--- config.mk ---
export PLATFORM = sky130hd
export DESIGN_NAME = imem_loader
export DESIGN_NICKNAME = d
export VERILOG_FILES = /design/src/rtl/riscv_pkg.sv /design/src/rtl/word_assembler.sv /design/src/rtl/imem_loader.sv
export SDC_FILE = /design/constraint.sdc
export NUM_CORES = 1
export LEC_CHECK = 0
export CAP_MARGIN = 20
export CORE_ASPECT_RATIO = 1.2
export CORE_MARGIN = 3
export CORE_UTILIZATION = 46
export DETAILED_ROUTE_END_ITERATION = 6
export PLACE_DENSITY = 0.75
export SLEW_MARGIN = 30
export SYNTH_ARGS = -nofsm -noshare
export SYNTH_HDL_FRONTEND = slang
export SYNTH_SLANG_ARGS = --single-unit
--- constraint.sdc ---
create_clock -name clk -period 1.7 [get_ports clk]
set_input_delay 0.255 -clock clk [delete_from_list [all_inputs] [get_ports clk]]
set_output_delay 0.255 -clock clk [all_outputs]
set_load 0.05 [all_outputs]
--- src/rtl/riscv_pkg.sv ---
// Shared types and constants for the boot-time instruction memory loader.
package riscv_pkg;

  localparam int LOADER_LEN_W = 16;

  typedef enum logic [2:0] {
    S_LEN0,
    S_LEN1,
    S_DATA,
    S_CSUM,
    S_DONE,
    S_ERR
  } loader_state_e;

endpackage

--- src/rtl/word_assembler.sv ---
// Packs four accepted bytes into one little-endian 32-bit word; word_vld is
// asserted combinationally alongside the fourth byte so the caller can register it.
module word_assembler (
  input  logic        clk,
  input  logic        srst,
  input  logic        byte_vld,
  input  logic [7:0]  byte_in,
  output logic        word_vld,
  output logic [31:0] word
);

  logic [1:0]  byte_idx_q, byte_idx_d;
  logic [23:0] lanes_q, lanes_d;

  always_comb begin
    byte_idx_d = byte_idx_q;
    lanes_d    = lanes_q;
    word_vld   = 1'b0;
    if (byte_vld) begin
      byte_idx_d = byte_idx_q + 2'd1;
      case (byte_idx_q)
        2'd0:    lanes_d[7:0]   = byte_in;
        2'd1:    lanes_d[15:8]  = byte_in;
        2'd2:    lanes_d[23:16] = byte_in;
        default: word_vld       = 1'b1;
      endcase
    end
  end

  // The top lane is taken straight from the incoming byte.
  assign word = {byte_in, lanes_q};

  always_ff @(posedge clk) begin
    if (srst) begin
      byte_idx_q <= 2'd0;
    end else begin
      byte_idx_q <= byte_idx_d;
    end
  end

  always_ff @(posedge clk) begin
    lanes_q <= lanes_d;
  end

endmodule

--- src/rtl/imem_loader.sv ---
// Streams a length-prefixed, XOR-checksummed image into instruction memory
// and keeps the core in reset until the image has been accepted as good.
module imem_loader
  import riscv_pkg::*;
#(
  parameter int          DEPTH     = 64,
  parameter logic [31:0] BASE_ADDR = 32'h0000_0000
) (
  input  logic        clk,
  input  logic        srst,
  input  logic        rx_valid,
  input  logic [7:0]  rx_data,
  output logic        rx_ready,
  output logic        imem_we,
  output logic [31:0] imem_addr,
  output logic [31:0] imem_wd,
  output logic        core_srst,
  output logic        done,
  output logic        error
);

  localparam int CNT_W = $clog2(DEPTH + 1);
  localparam logic [LOADER_LEN_W-1:0] MAX_LEN = LOADER_LEN_W'(DEPTH);

  loader_state_e             state_q, state_d;
  logic [LOADER_LEN_W-1:0]   len_q, len_d;
  logic [CNT_W-1:0]          word_cnt_q, word_cnt_d;
  logic [7:0]                csum_q, csum_d;
  logic                      rx_ready_q, rx_ready_d;
  logic                      imem_we_q, imem_we_d;
  logic [31:0]               imem_addr_q, imem_addr_d;
  logic [31:0]               imem_wd_q, imem_wd_d;
  logic                      core_srst_q, core_srst_d;
  logic                      done_q, done_d;
  logic                      error_q, error_d;

  logic                      accept;
  logic                      word_vld;
  logic [31:0]               word;

  assign accept = rx_valid && rx_ready_q;

  word_assembler u_word_assembler (
    .clk      (clk),
    .srst     (srst),
    .byte_vld (accept && (state_q == S_DATA)),
    .byte_in  (rx_data),
    .word_vld (word_vld),
    .word     (word)
  );

  always_comb begin
    state_d     = state_q;
    len_d       = len_q;
    word_cnt_d  = word_cnt_q;
    csum_d      = csum_q;
    imem_we_d   = 1'b0;
    imem_addr_d = imem_addr_q;
    imem_wd_d   = imem_wd_q;

    case (state_q)
      S_LEN0: begin
        if (accept) begin
          len_d[7:0] = rx_data;
          state_d    = S_LEN1;
        end
      end
      S_LEN1: begin
        if (accept) begin
          len_d[15:8] = rx_data;
          if ((len_d == '0) || (len_d > MAX_LEN)) begin
            state_d = S_ERR;
          end else begin
            state_d = S_DATA;
          end
        end
      end
      S_DATA: begin
        if (accept) begin
          csum_d = csum_q ^ rx_data;
        end
        if (word_vld) begin
          imem_we_d   = 1'b1;
          imem_addr_d = BASE_ADDR + (32'(word_cnt_q) << 2);
          imem_wd_d   = word;
          word_cnt_d  = word_cnt_q + CNT_W'(1);
          if (LOADER_LEN_W'(word_cnt_d) == len_q) begin
            state_d = S_CSUM;
          end
        end
      end
      S_CSUM: begin
        if (accept) begin
          state_d = (rx_data == csum_q) ? S_DONE : S_ERR;
        end
      end
      default: ;
    endcase

    // Status flags follow the next state so they all move on the same edge.
    rx_ready_d  = state_d inside {S_LEN0, S_LEN1, S_DATA, S_CSUM};
    done_d      = (state_d == S_DONE);
    error_d     = (state_d == S_ERR);
    core_srst_d = !done_d;
  end

  always_ff @(posedge clk) begin
    if (srst) begin
      state_q     <= S_LEN0;
      word_cnt_q  <= '0;
      csum_q      <= '0;
      rx_ready_q  <= 1'b0;
      imem_we_q   <= 1'b0;
      imem_addr_q <= BASE_ADDR;
      imem_wd_q   <= '0;
      core_srst_q <= 1'b1;
      done_q      <= 1'b0;
      error_q     <= 1'b0;
    end else begin
      state_q     <= state_d;
      word_cnt_q  <= word_cnt_d;
      csum_q      <= csum_d;
      rx_ready_q  <= rx_ready_d;
      imem_we_q   <= imem_we_d;
      imem_addr_q <= imem_addr_d;
      imem_wd_q   <= imem_wd_d;
      core_srst_q <= core_srst_d;
      done_q      <= done_d;
      error_q     <= error_d;
    end
  end

  always_ff @(posedge clk) begin
    len_q <= len_d;
  end

  assign rx_ready  = rx_ready_q;
  assign imem_we   = imem_we_q;
  assign imem_addr = imem_addr_q;
  assign imem_wd   = imem_wd_q;
  assign core_srst = core_srst_q;
  assign done      = done_q;
  assign error     = error_q;

endmodule

==> impl_metrics.py <==
metrics = {
    "global_route": {
        "grt_overflow": 0,
        "grt_max_degree": 29,
        "grt_pass1_wl_um": 13900,
        "grt_pass1_vias": 2882,
        "gr-usage-all-layers_pct": 17.8,
        "grt_antenna_before_repair": 0,
    },
    "yosys": {
        "synth.avg_cell_area_sq_um": 10.2,
        "yosysSeqAreaShare_pct": 59.9,
        "yosysUniqueCellTypes": 44,
        "yosys_warnings": 0,
        "synth_flop_cell": "dfxtp_1",
        "synth_area_sq_um": 4140,
        "synth-seq-cells": 104,
        "synth_cells": 405,
        "synth_edf_count": 40,
        "async_flop_share_pct": 0,
    },
    "clock_tree": {
        "root_buffer": "clkbuf_8",
        "clock-sinks": 104,
        "clockBufferDepth": 2,
        "htreeDepth": 3,
        "clk_latency_ps": 360,
        "cts_buffers": 9,
        "tritoncts": "yes",
        "cts.clk_slew.worst_paths_ps": 90,
    },
    "worst_setup_path": {
        "cp.arrival_ps": 2160,
        "critPathRequiredTime_ps": 1950,
        "cp_common_cell": "or4_4",
        "worstReg2RegEnd": "core_srst",
        "crit_buf_inv": 0,
        "cp_max_fo": 3,
        "start_kind": "register",
        "rrSetupSlack_ps": -210,
        "timing_worst_setup_path_type": "reg -> reg",
        "r2r-start": "len_q[0]",
        "reg2regPathDepth": 5,
        "end_kind": "register",
        "critPathTopFamily": "simple AND/OR/NAND/NOR gates",
        "crit_chain": "or4_4, or4_4, a31oi_1, o21bai_1, nand2b_1",
        "critical-path-slowest-cell": "or4_4",
        "cp_slowest_stage_delay_ps": 560,
    },
    "cells_and_area": {
        "drive_gt1_share_pct": 23.3,
        "areaGrowthSynthToFinish_pct": 24.4,
        "fin_area_sq_um": 5150,
        "layout_common_cells": "nand2_1, buf_4, dfxtp_1",
        "final_nets": 509,
        "antenna_cells": 0,
        "mostFrequentLayoutCell": "nand2_1",
    },
    "sta": {
        "rsz0062_at_grt": "yes",
        "final.period_utilization_pct": 112,
        "final_max_slew_viol_count": 0,
        "hold_violations": 0,
        "finalCriticalPeriod_ps": 1910,
        "fmax_ghz": 0.523,
        "fin_hold_ws_ps": 318,
        "setup_violations": 7,
        "setup_ws_ps": -211,
        "fin_skew_ps": 10.6,
    },
    "drt": {
        "drt_iter0_markers": 101,
        "wire_per_inst_um": 14.2,
        "drt_pass1_iterations": 4,
        "final_antenna_net_count": 0,
        "route.detailed.drc": 0,
        "vias_per_cell": 4.93,
        "vias": 3032,
        "wl_um": 8740,
    },
    "worst_hold_path": {
        "whs_endpoint": "csum_q[7]",
        "hp-class": "in -> reg",
        "min_path_cells": 2,
        "min_from": "srst",
    },
    "floorplan": {
        "die_area_sq_um": 10200,
        "coreArea_sq_um": 8660,
        "die_x_um": 92.6,
        "num_rows": 37,
        "io_pins": 80,
        "die_y_um": 110,
        "initial_utilization_pct": 47.8,
    },
    "placement": {
        "dp_slack_ps": -381,
        "io_buffers": 54,
        "gp_congestion": 0.848,
        "placed_area_sq_um": 4930,
        "dp.final_hpwl_um": 6190,
    },
    "flow_run": {
        "drv_cap": 0,
    },
    "run_status": {
        "status": "complete, but fails checks",
        "violations": "setup timing",
    },
    "pwr": {
        "ir_drop_uv": 469,
        "p_leak_nw": 1.92,
        "p_per_area_nw_per_um2": 863,
    },
}
==> layout make-up <==
cell class              instances  area (sq um)
clock inverters                 5          58.8
inverters                       2          7.51
multi-input cells             277          1500
clock buffers                  11           131
flip-flops and latches        104          2490
well taps                     117           146
fillers                       737          3500
repair buffers                 99           818
==> sequential cells by signal, indices dropped and copies added, names as in the netlist <==
name                         cells
imem_wd                         32
u_word_assembler.lanes_q        24
len_q                           16
csum_q                           8
imem_addr                        7
word_cnt_q                       7
state_q                          3
u_word_assembler.byte_idx_q      2
core_srst                        1
done                             1
error                            1
imem_we                          1
rx_ready                         1
==> Yosys cell counts, drive strengths merged, types with 5 or more instances <==
cell type | count | area, sq um
xor2 | 17 | 149
nand3 | 5 | 30.0
nor4 | 5 | 31.3
o21ai | 5 | 25.0
nand2 | 93 | 349
dfxtp | 64 | 1280
buf | 28 | 205
and2 | 6 | 37.5
clkbuf | 18 | 68.8
edfxtp | 40 | 1200
a21oi | 45 | 225
ha | 5 | 62.6
xnor2 | 9 | 78.8
nor3 | 5 | 25.0
nor2 | 21 | 78.8
==> power by group <==
| group | leakage (nW) | switching (mW) | internal (mW) |
|---|---|---|---|
| Clock | 0.0895 | 0.804 | 0.682 |
| Combinational | 0.956 | 0.245 | 0.0992 |
| Sequential | 0.879 | 0.0120 | 2.60 |
==> cell families after synthesis <==
group	synth area share, %
buf+inv	6.80
xor+xnor	5.50
fa+ha+maj	1.51
mux	0.242
flops	59.9
other cells	0.0905
simple gates	17.4
compound gates	8.52
==> layer usage <==
| metal | share of wire (%) | vias up | track usage (%) |
|---|---|---|---|
| met1 | 41 | 1445 | 20.0 |
| met2 | 53 | 87 | 33.0 |
| li1 | - | 1491 | - |
| met5 | 0 | - | 0 |
| met3 | 4.6 | 9 | 3.01 |
| met4 | 1.8 | 0 | 8.06 |
==> how the worst max path moves through the flow <==
stage | cells after the start | startpoint | slack (ps) | end
2_1_floorplan | 5 | len_q[0] | -130 | core_srst
3_5_place_dp | 6 | rx_data[2] | -380 | state_q[0]
5_1_grt | 5 | len_q[0] | -310 | core_srst
4_1_cts | 5 | len_q[0] | -220 | done
6_report | 5 | len_q[0] | -210 | core_srst
3_3_place_gp | 6 | rx_data[2] | -290 | state_q[0]
==> metrics by stage <==
stage               std cells  power, mW  setup TNS (ps)  util (%)
floorplan                 429       2.92            -575         -
global placement          599       3.00           -9020      57.0
detailed placement        599       3.01           -9670      57.0
CTS                       615       4.47           -1290      59.4
global route              615       4.60           -1950      59.5
finish                    615       4.45           -1200      59.5
==> what timing repair did <==
item                       in CTS  in global routing
setup endpoints to repair       8                  8
hold buffers                    0                  0
resized for setup               3                  3
pin swaps                       0                  1
setup buffers                   0                  0
No activity file was read; power rests on OpenSTA's default activity.
